**config.mk**
```make
export PLATFORM = sky130hd
export DESIGN_NAME = jellyvl_etherneco_synctimer_node
export DESIGN_NICKNAME = d
export VERILOG_FILES = /design/src/rtl/jellyvl_etherneco_synctimer_node.sv
export SDC_FILE = /design/constraint.sdc
export NUM_CORES = 1
export LEC_CHECK = 0
export BUFFER_PORTS_ARGS = -buffer_cell sky130_fd_sc_hd__buf_2
export CELL_PAD_IN_SITES_DETAIL_PLACEMENT = 1
export CELL_PAD_IN_SITES_GLOBAL_PLACEMENT = 2
export CORE_MARGIN = 2
export CORE_UTILIZATION = 39
export DETAILED_ROUTE_END_ITERATION = 10
export PLACE_DENSITY = 0.92
export SKIP_LAST_GASP = 1
export SYNTH_ARGS = -nofsm -noshare
export SYNTH_HDL_FRONTEND = slang
export SYNTH_SLANG_ARGS = --single-unit
export TNS_END_PERCENT = 10
```
**constraint.sdc**
```tcl
create_clock -name clk -period 10.5 [get_ports clk]
set_input_delay 0 -clock clk [delete_from_list [all_inputs] [get_ports clk]]
set_output_delay 0 -clock clk [all_outputs]
set_load 0.03 [all_outputs]
```
**src/rtl/jellyvl_etherneco_synctimer_node.sv**
```systemverilog
// Etherneco sync-timer slave node: parses the master command packet, sets or
// nudges the local timer, and writes its round-trip time into the return packet.
// Ports: clk/reset (sync, active-high); node_id; current_time in;
//   set_time/set_valid and adjust_sign/adjust_valid/adjust_ready timer control;
//   cmd_rx_* / cmd_payload_* command packet stream;
//   ret_rx_* / ret_payload_* return packet stream; ret_replace_* substitute byte.
// Optional feature: define ETHERNECO_SYNCTIMER_NODE_DEADBAND_EN to skip
//   adjust when |diff| <= DEADBAND.
module jellyvl_etherneco_synctimer_node #(
  parameter int TIMER_WIDTH = 64,
  parameter int MAX_NODES   = 2,
  parameter int DEADBAND    = 4
) (
  input  logic                   clk,
  input  logic                   reset,
  input  logic [7:0]             node_id,
  input  logic [TIMER_WIDTH-1:0] current_time,
  output logic [TIMER_WIDTH-1:0] set_time,
  output logic                   set_valid,
  output logic                   adjust_sign,
  output logic                   adjust_valid,
  input  logic                   adjust_ready,
  input  logic                   cmd_rx_start,
  input  logic                   cmd_rx_end,
  input  logic                   cmd_rx_error,
  input  logic [15:0]            cmd_rx_length,
  input  logic [15:0]            cmd_payload_pos,
  input  logic [7:0]             cmd_payload_data,
  input  logic                   cmd_payload_valid,
  input  logic                   ret_rx_start,
  input  logic                   ret_rx_end,
  input  logic                   ret_rx_error,
  input  logic [15:0]            ret_payload_pos,
  input  logic                   ret_payload_valid,
  output logic [7:0]             ret_replace_data,
  output logic                   ret_replace_valid
);

  localparam logic [1:0] S_IDLE = 2'd0;
  localparam logic [1:0] S_CALC = 2'd1;
  localparam logic [1:0] S_SET  = 2'd2;
  localparam logic [1:0] S_ADJ  = 2'd3;

  localparam logic [15:0] EXP_LEN = 16'(8 + 4 * MAX_NODES);
  localparam logic [TIMER_WIDTH-1:0] DB_LIM = TIMER_WIDTH'(DEADBAND);
`ifdef ETHERNECO_SYNCTIMER_NODE_DEADBAND_EN
  localparam bit DB_EN = 1'b1;
`else
  localparam bit DB_EN = 1'b0;
`endif

  logic [1:0]             state_q, state_d;
  logic [TIMER_WIDTH-1:0] local_start_q, local_start_d;
  logic [1:0]             cmd_q, cmd_d;
  logic [63:0]            rx_time_q, rx_time_d;
  logic [31:0]            own_offset_q, own_offset_d;
  logic                   cmd_seen_q, cmd_seen_d;
  logic                   meas_valid_q, meas_valid_d;
  logic [31:0]            rtt_q, rtt_d;
  logic [TIMER_WIDTH-1:0] set_time_q, set_time_d;
  logic                   set_valid_q, set_valid_d;
  logic                   adjust_sign_q, adjust_sign_d;
  logic                   adjust_valid_q, adjust_valid_d;

  logic                   node_ok;
  logic [15:0]            slot_base;
  logic [15:0]            slot_end;
  logic                   cmd_in_slot;
  logic [1:0]             cmd_lane;
  logic [2:0]             time_lane;
  logic                   ret_hit;
  logic [1:0]             ret_lane;
  logic                   pkt_ok;
  logic [TIMER_WIDTH-1:0] target;
  logic [TIMER_WIDTH-1:0] diff;
  logic [TIMER_WIDTH-1:0] diff_mag;
  logic [TIMER_WIDTH-1:0] elapsed;
  logic                   adj_need;

  assign node_ok   = 32'(node_id) < MAX_NODES;
  assign slot_base = 16'd9 + {6'd0, node_id, 2'b00};
  assign slot_end  = slot_base + 16'd4;

  assign cmd_in_slot = (cmd_payload_pos >= slot_base) &&
                       (cmd_payload_pos < slot_end);
  assign cmd_lane  = cmd_payload_pos[1:0] - slot_base[1:0];
  // positions 1..8 map to time bytes 0..7; low 3 bits minus one wraps 8 to 7
  assign time_lane = cmd_payload_pos[2:0] - 3'd1;

  assign ret_lane = ret_payload_pos[1:0] - slot_base[1:0];
  assign ret_hit  = ret_payload_valid && meas_valid_q && node_ok &&
                    (ret_payload_pos >= slot_base) &&
                    (ret_payload_pos < slot_end);

  assign pkt_ok = !cmd_rx_error && (cmd_rx_length == EXP_LEN) && node_ok;

  assign target   = TIMER_WIDTH'(rx_time_q) + TIMER_WIDTH'(own_offset_q);
  assign diff     = target - local_start_q;
  assign diff_mag = diff[TIMER_WIDTH-1] ? (~diff + 1'b1) : diff;
  assign elapsed  = current_time - local_start_q;
  assign adj_need = (diff != '0) && !(DB_EN && (diff_mag <= DB_LIM));

  always_comb begin
    state_d        = state_q;
    local_start_d  = local_start_q;
    cmd_d          = cmd_q;
    rx_time_d      = rx_time_q;
    own_offset_d   = own_offset_q;
    cmd_seen_d     = cmd_seen_q;
    meas_valid_d   = meas_valid_q;
    rtt_d          = rtt_q;
    set_time_d     = set_time_q;
    set_valid_d    = 1'b0;
    adjust_sign_d  = adjust_sign_q;
    adjust_valid_d = adjust_valid_q;

    if (cmd_rx_start) begin
      local_start_d = current_time;
      cmd_d         = '0;
      rx_time_d     = '0;
      own_offset_d  = '0;
    end

    if (cmd_payload_valid) begin
      if (cmd_payload_pos == 16'd0) begin
        cmd_d = cmd_payload_data[1:0];
      end else if (cmd_payload_pos <= 16'd8) begin
        rx_time_d[{time_lane, 3'b000} +: 8] = cmd_payload_data;
      end else if (cmd_in_slot && node_ok) begin
        own_offset_d[{cmd_lane, 3'b000} +: 8] = cmd_payload_data;
      end
    end

    if (ret_rx_end || ret_rx_error) begin
      meas_valid_d = 1'b0;
    end

    // return start sees the previous command; a coincident command start
    // re-arms cmd_seen afterwards
    if (ret_rx_start) begin
      if (cmd_seen_q) begin
        rtt_d        = current_time[31:0] - local_start_q[31:0];
        meas_valid_d = 1'b1;
        cmd_seen_d   = 1'b0;
      end else begin
        meas_valid_d = 1'b0;
      end
    end

    if (cmd_rx_start) begin
      cmd_seen_d = 1'b1;
    end

    case (state_q)
      S_IDLE: begin
        if (cmd_rx_end && pkt_ok) begin
          state_d = S_CALC;
        end
      end
      S_CALC: begin
        if (cmd_q[1]) begin
          state_d     = S_SET;
          set_valid_d = 1'b1;
          set_time_d  = target + elapsed;
        end else if (cmd_q[0] && adj_need) begin
          state_d        = S_ADJ;
          adjust_valid_d = 1'b1;
          adjust_sign_d  = diff[TIMER_WIDTH-1];
        end else begin
          state_d = S_IDLE;
        end
      end
      S_SET: begin
        state_d = S_IDLE;
      end
      S_ADJ: begin
        if (adjust_ready) begin
          state_d        = S_IDLE;
          adjust_valid_d = 1'b0;
        end
      end
      default: begin
        state_d = S_IDLE;
      end
    endcase
  end

  always_ff @(posedge clk) begin
    if (reset) begin
      state_q        <= S_IDLE;
      local_start_q  <= '0;
      cmd_q          <= '0;
      rx_time_q      <= '0;
      own_offset_q   <= '0;
      cmd_seen_q     <= 1'b0;
      meas_valid_q   <= 1'b0;
      rtt_q          <= '0;
      set_time_q     <= '0;
      set_valid_q    <= 1'b0;
      adjust_sign_q  <= 1'b0;
      adjust_valid_q <= 1'b0;
    end else begin
      state_q        <= state_d;
      local_start_q  <= local_start_d;
      cmd_q          <= cmd_d;
      rx_time_q      <= rx_time_d;
      own_offset_q   <= own_offset_d;
      cmd_seen_q     <= cmd_seen_d;
      meas_valid_q   <= meas_valid_d;
      rtt_q          <= rtt_d;
      set_time_q     <= set_time_d;
      set_valid_q    <= set_valid_d;
      adjust_sign_q  <= adjust_sign_d;
      adjust_valid_q <= adjust_valid_d;
    end
  end

  assign set_time          = set_time_q;
  assign set_valid         = set_valid_q;
  assign adjust_sign       = adjust_sign_q;
  assign adjust_valid      = adjust_valid_q;
  assign ret_replace_valid = ret_hit;
  assign ret_replace_data  = ret_hit ? rtt_q[{ret_lane, 3'b000} +: 8] : 8'd0;

endmodule
```
---- Word-level counts from Yosys, hierarchy flattened ----
Cells that the tools add are included.
storage, ports and cells
  output and inout bits ................... 76
  flip-flop bits (word level) ............. 265
  latch bits .............................. 0
  bits in read-only memories .............. 0
  memories ................................ 0
  memory bits (writable) .................. 0
cells by class
  reduce and logical (&&, ||, !) cells .... 24
  bitwise logic cells ..................... 2
  shift operators ......................... 5
  order comparisons ....................... 6
  div/mod/pow operators ................... 0
  add/subtract/negate cells ............... 12
  multipliers ............................. 0
  eq/ne operators ......................... 8
  muxes and demuxes ....................... 30
operators with widths
  operator                                                                 number
  64-bit 2-to-1 mux                                                        4
  32-bit 2-to-1 mux                                                        5
  64-bit subtractor                                                        2
  64-bit by 32-bit adder with 64-bit output                                1
  64-bit adder                                                             1
  64-bit bitwise mux                                                       1
  64-bit nonzero test                                                      1
  8-bit by 8-bit variable shift with 64-bit output (first input constant)  1
  8-bit by 8-bit variable part select with 64-bit output                   1
  32-bit bitwise mux                                                       1
  16-bit by 11-bit >= comparator with 1-bit output                         2
  16-bit by 12-bit < comparator with 1-bit output                          2
  8-bit by 7-bit variable shift with 32-bit output (first input constant)  1
  32-bit by 6-bit variable part select with 8-bit output                   1
  8-bit by 7-bit variable part select with 32-bit output                   1
  32-bit subtractor                                                        1
  16-bit by 5-bit equality test with 1-bit output (second input constant)  1
  16-bit by 4-bit <= comparator with 1-bit output (second input constant)  1
  16-bit zero test                                                         1
  2-bit 2-to-1 mux                                                         7
  11-bit by 3-bit adder with 12-bit output (second input constant)         1
  4-bit by 10-bit adder with 11-bit output (first input constant)          1
  1-bit logical AND                                                        10
  1-bit 2-to-1 mux                                                         9
  20 further kinds                                                         30

---- Longest topological paths before layout ----
Gate-level depths: netlist (run 1).
  depth after elaboration ................. 9
  depth in mapped cells ................... 31

---- Least setup slack after synthesis (run 1) ----
OpenSTA, ideal clock, no wires.
  path kind ............................... reg-to-reg
  start ................................... register own_offset_q[0]
  end ..................................... register set_time_q[62] (netlist: set_time[62])
  period minus slack after synthesis ...... 6.071 ns
  cell stages (with the launch flop) ...... 31
  data arrival time ....................... 6.009 ns
  library setup time ...................... 0.062 ns
  path slack .............................. 4.429 ns
  path buffers ............................ 2
  cells stage by stage .................... dfxtp_1 ha_1 inv_1 fa_1 nor2b_1 o21a_1 o21ai_1 a211o_1 o21ai_1 a31oi_1 o21ai_1 a211oi_1 nor2_1 a41oi_1 clkbuf_1 nor3_1 xor2_1 fa_1 ha_1 clkbuf_1 a21o_1 a21o_1 a21o_1 a21o_1 a21o_1 a21oi_1 o31ai_2 a41oi_2 o41ai_1 or4b_1 nand3_1
on the way
  cells in the longest elaborated chain, start to end .. 2
ends and longest elaborated chain
  item                                       line  RTL
  start: declaration                         56    logic [31:0] own_offset_q, own_offset_d;
  start signal: assignment                   207   own_offset_q <= own_offset_d;
  64-bit by 32-bit adder with 64-bit output  97    assign target = TIMER_WIDTH'(rx_time_q) + TIMER_WIDTH'(own_offset_q);
  64-bit adder                               164   set_time_d = target + elapsed;
  end signal: assignment                     211   set_time_q <= set_time_d;
  end: declaration                           60    logic [TIMER_WIDTH-1:0] set_time_q, set_time_d;
No other way between the ends.
A chain may end at the register's enable or synchronous reset.

---- Worst setup path in the final report (run 1) ----
  start ................................... register rx_time_q[0]
  end ..................................... register state_q[0]
on the way
  cells in the longest elaborated chain, start to end .. 7
ends and longest elaborated chain
  item                                       line  RTL
  start: declaration                         55    logic [63:0] rx_time_q, rx_time_d;
  start signal: assignment                   206   rx_time_q <= rx_time_d;
  64-bit by 32-bit adder with 64-bit output  97
  64-bit subtractor                          98    assign diff = target - local_start_q;
  64-bit nonzero test                        101   assign adj_need = (diff != '0) && !(DB_EN && (diff_mag <= DB_LIM));
  1-bit logical AND                          165   end else if (cmd_q[0] && adj_need) begin
  2-bit 2-to-1 mux                           165
  2-bit 2-to-1 mux                           161   if (cmd_q[1]) begin
  2-bit case mux with 4 select lines         154   case (state_q)
  end signal: assignment                     203   state_q <= state_d;
  end: declaration                           52    logic [1:0] state_q, state_d;
No other way between the ends.

==> run_results.csv, run 1 <==
group,metric,value,unit
clocking,cts_resized,0,
power_and_ir_drop,p_clk_share,36.7,%
clocking,cts_buffer_depth,3,
synthesis,ys.flop_type,"dfxtp_1",
worst_hold_path,hold_depth,5,
routing,firstDrtPassIters,7,
final_layout,final_util,45.4,%
timing,fin_skew,0.0189,ns
critical_path,r2r_end,"state_q[0]$_SDFFE_PP0P_",
critical_path,crit_path_start_kind,"flip-flop",
clocking,clock_latency,0.60,ns
critical_path,r2r_setup_slack,2.29,ns
clocking,cts_inserted_buffers,31,
clocking,cts_htree_levels,1,
synthesis,avgSynthCellArea,7.80,sq um
critical_path,cp_num_cells,29,
final_layout,drive_gt1_share,10.1,%
placement,hpwl,70.7,mm
synthesis,synth_edf_count,0,
routing,viasPerCell,5.78,
timing,setup_tns,0,ns
critical_path,critPathKind,"flip-flop to flip-flop",
global_route,grt_max_degree,72,
timing,setup_viol,0,
synthesis,syn_area,0.0245,sq mm
outcome,outcome,"finished, final reports clean",
critical_path,crit_slowest_cell,"xor2_1",
power_and_ir_drop,power.density,113,mW/mm^2
critical_path,worstSetupEndpointType,"flip-flop",
critical_path,slowest_delay,0.57,ns
final_layout,final_cell_mix,"373 x nand2_1, 324 x a21oi_1, 277 x nor2_1",
worst_hold_path,hold_end,"cmd_q[1]$_SDFF_PP0_",
global_route,grt_pass1_wl,140,mm
placement,gp_congestion,0.923,
timing,whs,0.0297,ns
final_layout,layout_commonest_cell,"nand2_1",
die,core,0.0619,sq mm
global_route,grt-ovfl-total,0,
clocking,cts_sinks,265,
clocking,postCtsSetupRepairBufs,0,
synthesis,synth-seq-cells,265,
die,placementRows,91,
timing,timing.final.crit_share,78.2,%
routing,num_vias,24254,
synthesis,synth_cell_types,98,
timing,hold_viol,0,
critical_path,worst-path-buf-inv,2,
die,io_pins,215,
global_route,grt_pass1_vias,25126,
critical_path,cp.arrival,8.65,ns
final_layout,area_growth,14.8,%
die,die_h,255,microns
clocking,clk_pin_slew,0.06,ns
critical_path,reg2reg_depth,29,
placement,port_buffers,214,
final_layout,nets,3782,
synthesis,syn_inst,3139,
timing,fin_crit,8.21,ns
timing,worstMarginPinSlew,1.28,ns
routing,initialDrtViolationCount,1411,
final_layout,num-fill-cells,7638,
global_route,grtUsageTotal,27.2,%
power_and_ir_drop,p_leak,12.3,nW
synthesis,async_flop_share,0,%
global_route,antenna_found_initial,3,
power_and_ir_drop,internal_power,2.09,mW
worst_hold_path,min-delay-start,"cmd_payload_pos[11]",
clocking,cts_root_buffer,"clkbuf_16",
timing,slew_violations,0,
die,fp.dieArea,0.0648,sq mm
critical_path,worst_path_most_repeated_cell,"o21ai_1",
worst_hold_path,hold_class,"input port to flip-flop",
job,maxCapViolations,0,
power_and_ir_drop,p_switching,1.09,mW
power_and_ir_drop,seq_power_share,32.8,%
routing,routed_wl,89.6,mm
critical_path,worst_ep_required_time,10.94,ns
timing,relSlewSlack,14.6,%
die,die_w,255,microns
final_layout,n_antenna_cell,0,
clocking,cts_tree,"yes",
synthesis,synth_warnings,0,
routing,wl_per_cell,21.3,microns
die,start_util,39.5,%
power_and_ir_drop,p_sw_share,34.2,%
critical_path,critical-path-top-delay-family,"compound AO/OA/AOI/OAI gates",
critical_path,rr_startpoint,"rx_time_q[0]$_SDFF_PP0_",
routing,drcViolationCount,0,
critical_path,critPathMaxFanout,14,
timing,fmax,0.122,GHz
power_and_ir_drop,ir_drop,0.119,mV
synthesis,yosysSeqAreaShare,21.7,%
timing,grt_setup_unrepaired,"no",
power_and_ir_drop,combinationalPowerShare,30.5,%
routing,ant_nets,0,
## metrics by stage
| stage | instances | power (mW) | instance area, sq um | setup WS (ns) |
|---|---|---|---|---|
| detailed placement | 4048 | 1.99 | 26100 | 2.52 |
| finish | 4196 | 3.18 | 28100 | 2.29 |
| floorplan | 3140 | 1.71 | 24500 | 4.43 |
| global route | 4196 | 3.34 | 28100 | 1.91 |
| global placement | 4048 | 1.96 | 26100 | 2.69 |
| CTS | 4196 | 3.19 | 28100 | 2.48 |
## power by group through the flow
stage | registers (mW) | logic [mW] | clock network, mW
detailed placement | 1.06 | 0.925 | 0
CTS | 1.04 | 0.963 | 1.19
floorplan | 1.06 | 0.654 | 0
global route | 1.04 | 1.07 | 1.23
global placement | 1.06 | 0.898 | 0
finish | 1.04 | 0.970 | 1.17
## logic make-up after synthesis
kind of cell	Yosys count	synth area share (%)
AO/OA/AOI/OAI	801	21.2
XOR/XNOR	176	6.29
adder cells (fa/ha/maj)	306	17.7
buffers and inverters	283	4.51
flip-flops	265	21.7
multiplexers	120	5.32
other	1	0.0153
AND/OR/NAND/NOR	1187	23.3
## worst max path at each step
| stage | startpoint | to | slack, ns |
|---|---|---|---|
| 3_5_place_dp | rx_time_q[0]$_SDFF_PP0_ | state_q[0]$_SDFFE_PP0P_ | 2.52 |
| 4_1_cts | rx_time_q[0]$_SDFF_PP0_ | state_q[0]$_SDFFE_PP0P_ | 2.48 |
| 2_1_floorplan | own_offset_q[0]$_SDFF_PP0_ | set_time[62]$_SDFFE_PP0P_ | 4.43 |
| 3_3_place_gp | own_offset_q[0]$_SDFF_PP0_ | state_q[0]$_SDFFE_PP0P_ | 2.69 |
| 5_1_grt | rx_time_q[0]$_SDFF_PP0_ | state_q[0]$_SDFFE_PP0P_ | 1.91 |
| 6_report | rx_time_q[0]$_SDFF_PP0_ | state_q[0]$_SDFFE_PP0P_ | 2.29 |
## Yosys cell counts (9+ instances only)
master / count / area (sq um)
nor4_1: 19 / 119
nand3_1: 127 / 636
a21boi_0: 9 / 67.6
nor3_1: 62 / 310
a31oi_1: 40 / 250
nand3b_1: 27 / 203
nor2b_1: 30 / 188
o21bai_1: 25 / 188
mux2i_1: 110 / 1100
nor2_1: 279 / 1050
o211ai_1: 15 / 113
o21a_1: 26 / 195
dfxtp_1: 265 / 5310
fa_1: 66 / 1320
xor2_1: 74 / 648
nand2_1: 373 / 1400
o21ai_0: 89 / 445
buf_2: 14 / 70.1
nand4_1: 54 / 338
nor3b_1: 46 / 345
xnor2_1: 102 / 893
o31ai_1: 10 / 75.1
clkbuf_1: 124 / 465
inv_1: 122 / 458
ha_1: 240 / 3000
a21oi_1: 324 / 1620
a21o_1: 100 / 751
buf_1: 17 / 63.8
a211oi_1: 26 / 195
o21ai_1: 18 / 90.1
or4_1: 9 / 67.6
or3_1: 29 / 181
and3_1: 40 / 250
and2_1: 30 / 188
nand2b_1: 35 / 219
## routing by layer
metal	share of wire (%)	global-route usage, %	up-vias	wire length [microns]
met3	4.0	2.28	113	3560
met4	2.2	6.58	0	1990
li1	-	-	11593	-
met2	47	46.8	508	42500
met1	46	36.9	12040	41500
met5	0	0	-	0
## tightest hold or removal path, stage by stage
cell and delay, ns:
buf_2 0.13, nor3_1 0.11, nand3_1 0.19, mux2i_1 0.10, nor2_1 0.08
## registers in the layout, indices dropped and copies added (netlist names)
register / flops
adjust_sign: 1
adjust_valid: 1
cmd_q: 2
cmd_seen_q: 1
local_start_q: 64
meas_valid_q: 1
own_offset_q: 32
rtt_q: 32
rx_time_q: 64
set_time: 64
set_valid: 1
state_q: 2
## area by class of cell
| cell class | count | area [sq um] | share of cell area (%) |
|---|---|---|---|
| multi-input cells | 2592 | 18100 | 64.4 |
| flip-flops and latches | 265 | 5310 | 18.9 |
| repair buffers | 325 | 2150 | 7.63 |
| well taps | 837 | 1050 | 3.72 |
| clock buffers | 38 | 842 | 2.99 |
| inverters | 122 | 458 | 1.63 |
| clock inverters | 17 | 220 | 0.783 |
## repair_timing
item	CTS	global route
endpoints found under the setup margin	0	0
hold endpoints to repair	184	0
hold buffers	93	0
No activity file was read; power rests on OpenSTA's default activity.
==> run 2: changes to the inputs <==
- ABC_AREA: unset -> 1
- CORE_UTILIZATION: 39 -> 31
- PLACE_DENSITY: 0.92 -> 0.84
- clock period: 10.5 -> 6.7 ns (I/O delays scaled with it)
==> run_results.csv, run 2 <==
group,metric,value,unit
outcome,outcome,"finished, final reports clean",
critical_path,slowest_delay,0.56,ns
critical_path,reg2reg_depth,32,
global_route,antenna_found_initial,5,
die,start_util,31.1,%
synthesis,synthTopCellsByCount,"926 x nand2_1, 772 x inv_1, 457 x a21oi_1, 453 x nor2_1, 265 x dfxtp_1",
clocking,cts_buffer_depth,3,
clocking,cts_root_buffer,"clkbuf_16",
synthesis,yosysSeqAreaShare,19.0,%
final_layout,final_area,0.0323,sq mm
critical_path,critPathKind,"flip-flop to flip-flop",
power_and_ir_drop,power.density,188,mW/mm^2
worst_hold_path,hold_class,"input port to flip-flop",
timing,relSlewSlack,16.4,%
routing,wl_met3,4.21,mm
timing,fin_crit,6.39,ns
timing,setup_viol,0,
power_and_ir_drop,combinationalPowerShare,38.5,%
synthesis,async_flop_share,0,%
routing,ant_nets,0,
final_layout,nets,5119,
critical_path,critical-path-top-delay-family,"simple AND/OR/NAND/NOR gates",
worst_hold_path,hold_depth,3,
power_and_ir_drop,internal_power,3.65,mW
final_layout,layout_commonest_cell,"nand2_1",
synthesis,syn_area,0.0279,sq mm
synthesis,syn_inst,4424,
timing,slew_violations,0,
critical_path,crit_path_start_kind,"flip-flop",
critical_path,critPathMaxFanout,5,
final_layout,final_cell_mix,"926 x nand2_1, 771 x inv_1, 455 x a21oi_1",
synthesis,yosysTopAreaCell,"dfxtp_1",
placement,placed_area,0.0302,sq mm
routing,num_vias,30204,
clocking,cts_tree,"yes",
clocking,clock_latency,0.56,ns
routing,firstDrtPassIters,5,
final_layout,num-fill-cells,11679,
power_and_ir_drop,p_leak,16.0,nW
die,die_h,304,microns
job,maxCapViolations,0,
synthesis,ys.flop_type,"dfxtp_1",
clocking,cts_inserted_buffers,35,
critical_path,worst_ep_required_time,7.14,ns
power_and_ir_drop,p_switching,2.44,mW
placement,hpwl,103,mm
die,io_pins,215,
final_layout,drive_gt1_share,9.11,%
synthesis,synth_top_area_share,19.0,%
synthesis,avgSynthCellArea,6.31,sq um
critical_path,crit_slowest_cell,"dlygate4sd3_1",
placement,gp_congestion,0.951,
global_route,grt_max_degree,120,
die,placementRows,110,
synthesis,synth.most_common_cell,"nand2_1",
global_route,grtUsageTotal,26.1,%
final_layout,final_util,36.1,%
routing,wl_per_cell,21.0,microns
synthesis,synth_cell_types,69,
final_layout,area_growth,15.8,%
critical_path,cp.arrival,6.83,ns
critical_path,worst_path_most_repeated_cell,"nand2_1",
die,core,0.0896,sq mm
clocking,cts_htree_levels,2,
die,die_w,304,microns
routing,drcViolationCount,0,
timing,timing.final.crit_share,95.4,%
clocking,clk_pin_slew,0.06,ns
timing,fin_skew,0.0163,ns
timing,worstMarginPinSlew,1.25,ns
synthesis,synth-seq-cells,265,
clocking,cts_sinks,265,
synthesis,synth_edf_count,0,
routing,routed_wl,124,mm
die,fp.dieArea,0.0924,sq mm
critical_path,worstSetupEndpointType,"flip-flop",
routing,viasPerCell,5.14,
routing,top_layer,"met4",
synthesis,synth_warnings,0,
synthesis,synth_area_leaders,"dfxtp_1 19%, nand2_1 12%, ha_1 11%",
power_and_ir_drop,ir_drop,0.140,mV
power_and_ir_drop,p_sw_share,40.1,%
global_route,grt_pass1_wl,187,mm
timing,fmax,0.156,GHz
power_and_ir_drop,p_clk_share,34.5,%
global_route,grt-ovfl-total,0,
critical_path,cp_num_cells,32,
routing,dr_wl_met2,57.1,mm
placement,port_buffers,214,
critical_path,worst-path-buf-inv,5,
power_and_ir_drop,seq_power_share,27.0,%
routing,initialDrtViolationCount,1854,
global_route,grt_pass1_vias,30928,
routing,wl_met1,57.9,mm
timing,hold_viol,0,
-- run 2: cell types whose count changed in the layout (fill, tap and decap cells not counted), sizes merged, moves of 55 or more --
cell,change
mux2i,-110
xnor2,-55
nand3,+64
o21ai,+176
a21oi,+140
nor2,+203
inv,+665
a21o,-88
nand2,+578
-- run 2: path summary, 6_finish.rpt --
kind | startpoint | to | slack, ns
setup reg to reg | own_offset_q[6]$_SDFF_PP0_ | state_q[0]$_SDFFE_PP0P_ | 0.31
setup / recovery | own_offset_q[6]$_SDFF_PP0_ | state_q[0]$_SDFFE_PP0P_ | 0.31
hold reg to reg | adjust_valid$_SDFFE_PP0P_ | adjust_valid$_SDFFE_PP0P_ | 0.45
hold / removal | cmd_rx_start | local_start_q[1]$_SDFFE_PP0P_ | 0.06
-- run 2: per-layer routing --
layer | up-vias | GRT usage [%]
met1 | 14537 | 35.1
li1 | 14847 | -
met5 | - | 0
met2 | 621 | 43.8
met4 | 0 | 9.14
met3 | 199 | 2.27
-- run 2: cell families (layout without fill, tap and decap cells) --
logic type,count (synthesis),after routing,share of synthesized area [%]
AND/OR/NAND/NOR,1809,1809,27.9
other,1,5,0.0134
XOR/XNOR,156,156,4.90
buffers and inverters,887,1160,12.0
adder cells (fa/ha/maj),306,306,15.5
AO/OA/AOI/OAI,1000,1000,20.6
flip-flops,265,265,19.0
-- run 2: final cells by class --
type	count	area, sq um	share of cell area, %
diodes	3	7.51	0.0232
clock buffers	49	1030	3.19
clock inverters	12	218	0.674
inverters	793	2980	9.23
multi-input cells	3273	19300	59.8
flip-flops and latches	265	5310	16.4
well taps	1176	1470	4.55
repair buffers	306	1960	6.08
-- run 2: power groups by stage --
stage                     Sequential (mW)  Clock [mW]  Combinational [mW]
after floorplan                      1.67           0                1.46
after global placement               1.68           0                2.24
after detailed placement             1.68           0                2.25
after CTS                            1.64        2.15                2.31
after global routing                 1.65        2.20                2.57
final                                1.64        2.10                2.34
-- run 2: worst min-delay path, stage by stage --
cell,delay (ns)
buf_2,0.09
buf_4,0.27
a21oi_1,0.18
-- run 2: per-stage QoR --
| step | setup slack, ns | TNS (ns) | total power, mW | hold slack [ns] | std cells |
|---|---|---|---|---|---|
| final | 0.306 | 0 | 6.09 | 0.0598 | 5877 |
| after global routing | -0.0417 | -0.0417 | 6.41 | 0.0788 | 5877 |
| after detailed placement | 0.696 | 0 | 3.93 | 0.284 | 5731 |
| after floorplan | 2.11 | 0 | 3.13 | 0.135 | 4425 |
| after global placement | 0.770 | 0 | 3.91 | 0.267 | 5731 |
| after CTS | 0.145 | 0 | 6.10 | 0.0267 | 5873 |
-- run 2: repair_timing --
action                                  in CTS  in global routing
hold endpoints to repair                   123                  0
setup buffers                                0                  1
hold buffers                                81                  0
gates resized for setup                      0                 15
endpoints found under the setup margin       0                  1
==> run 3: changes to the inputs <==
- ABC_AREA: 1 -> unset
- CORE_UTILIZATION: 31 -> 39
- PLACE_DENSITY: 0.84 -> 0.92
- clock period: 6.7 -> 8.1 ns (I/O delays scaled with it)
==> run_results.csv, run 3 (synthesis results as in run 1) <==
group,metric,value,unit
outcome,outcome,"finished, final reports clean",
critical_path,critPathMaxFanout,10,
power_and_ir_drop,seq_power_share,32.1,%
routing,initialDrtViolationCount,1475,
critical_path,rr_startpoint,"own_offset_q[0]$_SDFF_PP0_",
power_and_ir_drop,internal_power,2.77,mW
final_layout,final_cell_mix,"373 x nand2_1, 324 x a21oi_1, 277 x nor2_1",
timing,slew_violations,0,
die,die_h,255,microns
critical_path,r2r_setup_slack,0.55,ns
power_and_ir_drop,combinationalPowerShare,30.0,%
critical_path,critical-path-top-delay-family,"compound AO/OA/AOI/OAI gates",
clocking,cts_buffer_depth,3,
critical_path,worstSetupEndpointType,"flip-flop",
timing,fin_crit,7.55,ns
placement,pre_cts_ws,0.337,ns
die,fp.dieArea,0.0648,sq mm
global_route,grt-ovfl-total,0,
clocking,cts_tree,"yes",
power_and_ir_drop,p_switching,1.43,mW
routing,viasPerCell,5.78,
die,start_util,39.5,%
timing,setup_viol,0,
final_layout,layout_commonest_cell,"nand2_1",
die,die_w,255,microns
job,maxCapViolations,0,
global_route,grt_max_degree,103,
timing,setup_ws,0.548,ns
power_and_ir_drop,p_sw_share,34.1,%
final_layout,num-fill-cells,7637,
die,io_pins,215,
final_layout,nets,3779,
global_route,grtUsageTotal,27.6,%
power_and_ir_drop,p_leak,12.3,nW
timing,timing.final.crit_share,93.2,%
timing,setup_tns,0,ns
timing,worstMarginPinSlew,1.25,ns
routing,num_vias,24255,
placement,hpwl,71.3,mm
power_and_ir_drop,ir_drop,0.121,mV
critical_path,r2r_end,"state_q[0]$_SDFFE_PP0P_",
timing,fmax,0.132,GHz
critical_path,worst_ep_required_time,8.53,ns
critical_path,cp.arrival,7.98,ns
die,placementRows,91,
global_route,antenna_found_initial,1,
critical_path,reg2reg_depth,30,
routing,routed_wl,90.7,mm
critical_path,crit_start,"own_offset_q[0]$_SDFF_PP0_",
critical_path,slowest_delay,0.50,ns
final_layout,area_growth,15.1,%
critical_path,cp_num_cells,30,
timing,hold_viol,0,
clocking,cts_htree_levels,2,
routing,wl_per_cell,21.6,microns
clocking,cts_sinks,265,
routing,ant_nets,0,
final_layout,drive_gt1_share,10.2,%
final_layout,final_util,45.5,%
routing,drcViolationCount,0,
power_and_ir_drop,power.density,149,mW/mm^2
timing,relSlewSlack,16.1,%
critical_path,crit_path_start_kind,"flip-flop",
clocking,cts_inserted_buffers,34,
clocking,clock_latency,0.56,ns
timing,fin_skew,0.0227,ns
worst_hold_path,hold_depth,5,
global_route,grt_pass1_wl,142,mm
routing,firstDrtPassIters,5,
critical_path,critPathKind,"flip-flop to flip-flop",
critical_path,crit_slowest_cell,"a2111oi_1",
worst_hold_path,hold_class,"input port to flip-flop",
power_and_ir_drop,p_clk_share,37.9,%
clocking,cts_root_buffer,"clkbuf_16",
placement,port_buffers,214,
global_route,grt_pass1_vias,25415,
placement,gp_congestion,0.925,
worst_hold_path,min-delay-start,"cmd_payload_pos[3]",
worst_hold_path,hold_end,"cmd_q[0]$_SDFF_PP0_",
timing,grt_setup_unrepaired,"no",
clocking,clk_pin_slew,0.06,ns
critical_path,worst-path-buf-inv,3,
die,core,0.0619,sq mm
-- run 3: power groups by stage --
stage,Clock (mW),Combinational [mW],Sequential (mW)
after floorplan,0,0.848,1.37
after global placement,0,1.17,1.38
after detailed placement,0,1.20,1.38
after CTS,1.63,1.25,1.35
after global routing,1.67,1.38,1.35
final,1.59,1.26,1.35
-- run 3: how the worst max path moves through the flow --
stage                                 to  slack, ns
2_1_floorplan  set_time[62]$_SDFFE_PP0P_       2.03
3_3_place_gp     state_q[0]$_SDFFE_PP0P_       0.47
3_5_place_dp     state_q[0]$_SDFFE_PP0P_       0.34
4_1_cts          state_q[0]$_SDFFE_PP0P_       0.31
5_1_grt          state_q[0]$_SDFFE_PP0P_       0.11
6_report         state_q[0]$_SDFFE_PP0P_       0.55
-- run 3: per-layer routing --
layer | vias to the layer above | wire [microns] | GRT usage [%]
met3 | 173 | 4720 | 4.16
met5 | - | 0 | 0
li1 | 11591 | - | -
met1 | 11872 | 40900 | 36.4
met2 | 619 | 42200 | 46.1
met4 | 0 | 2930 | 9.22
-- run 3: timing repair --
| action | 4_1_cts | 5_1_grt |
|---|---|---|
| buffers inserted | 0 | 1 |
| resized for setup | 0 | 6 |
| endpoints found under the setup margin | 0 | 4 |
| hold endpoints to repair | 190 | 0 |
| hold buffers | 86 | 0 |
-- run 3: metrics by stage --
stage	std cells	cell area [sq um]	hold slack (ns)	total power, mW
2_1_floorplan	3140	24500	0.147	2.22
3_3_place_gp	4048	26200	0.288	2.54
6_report	4196	28200	0.0409	4.21
4_1_cts	4194	28100	0.0377	4.22
5_1_grt	4196	28200	0.0704	4.41
3_5_place_dp	4048	26200	0.300	2.58
-- run 3: final cells by class --
| cell class | instances | area (sq um) | area share, % |
|---|---|---|---|
| Timing Repair Buffer | 319 | 2100 | 7.44 |
| Antenna cell | 1 | 2.50 | 0.00888 |
| Inverter | 122 | 458 | 1.62 |
| Multi-Input combinational cell | 2592 | 18100 | 64.4 |
| Tap cell | 837 | 1050 | 3.72 |
| Sequential cell | 265 | 5310 | 18.8 |
| Clock buffer | 47 | 951 | 3.37 |
| Clock inverter | 13 | 184 | 0.653 |
-- run 3: tightest hold or removal path: stages --
cell	delay [ns]
buf_2	0.14
nor2_1	0.06
nand3_1	0.17
mux2i_1	0.11
nor2_1	0.07
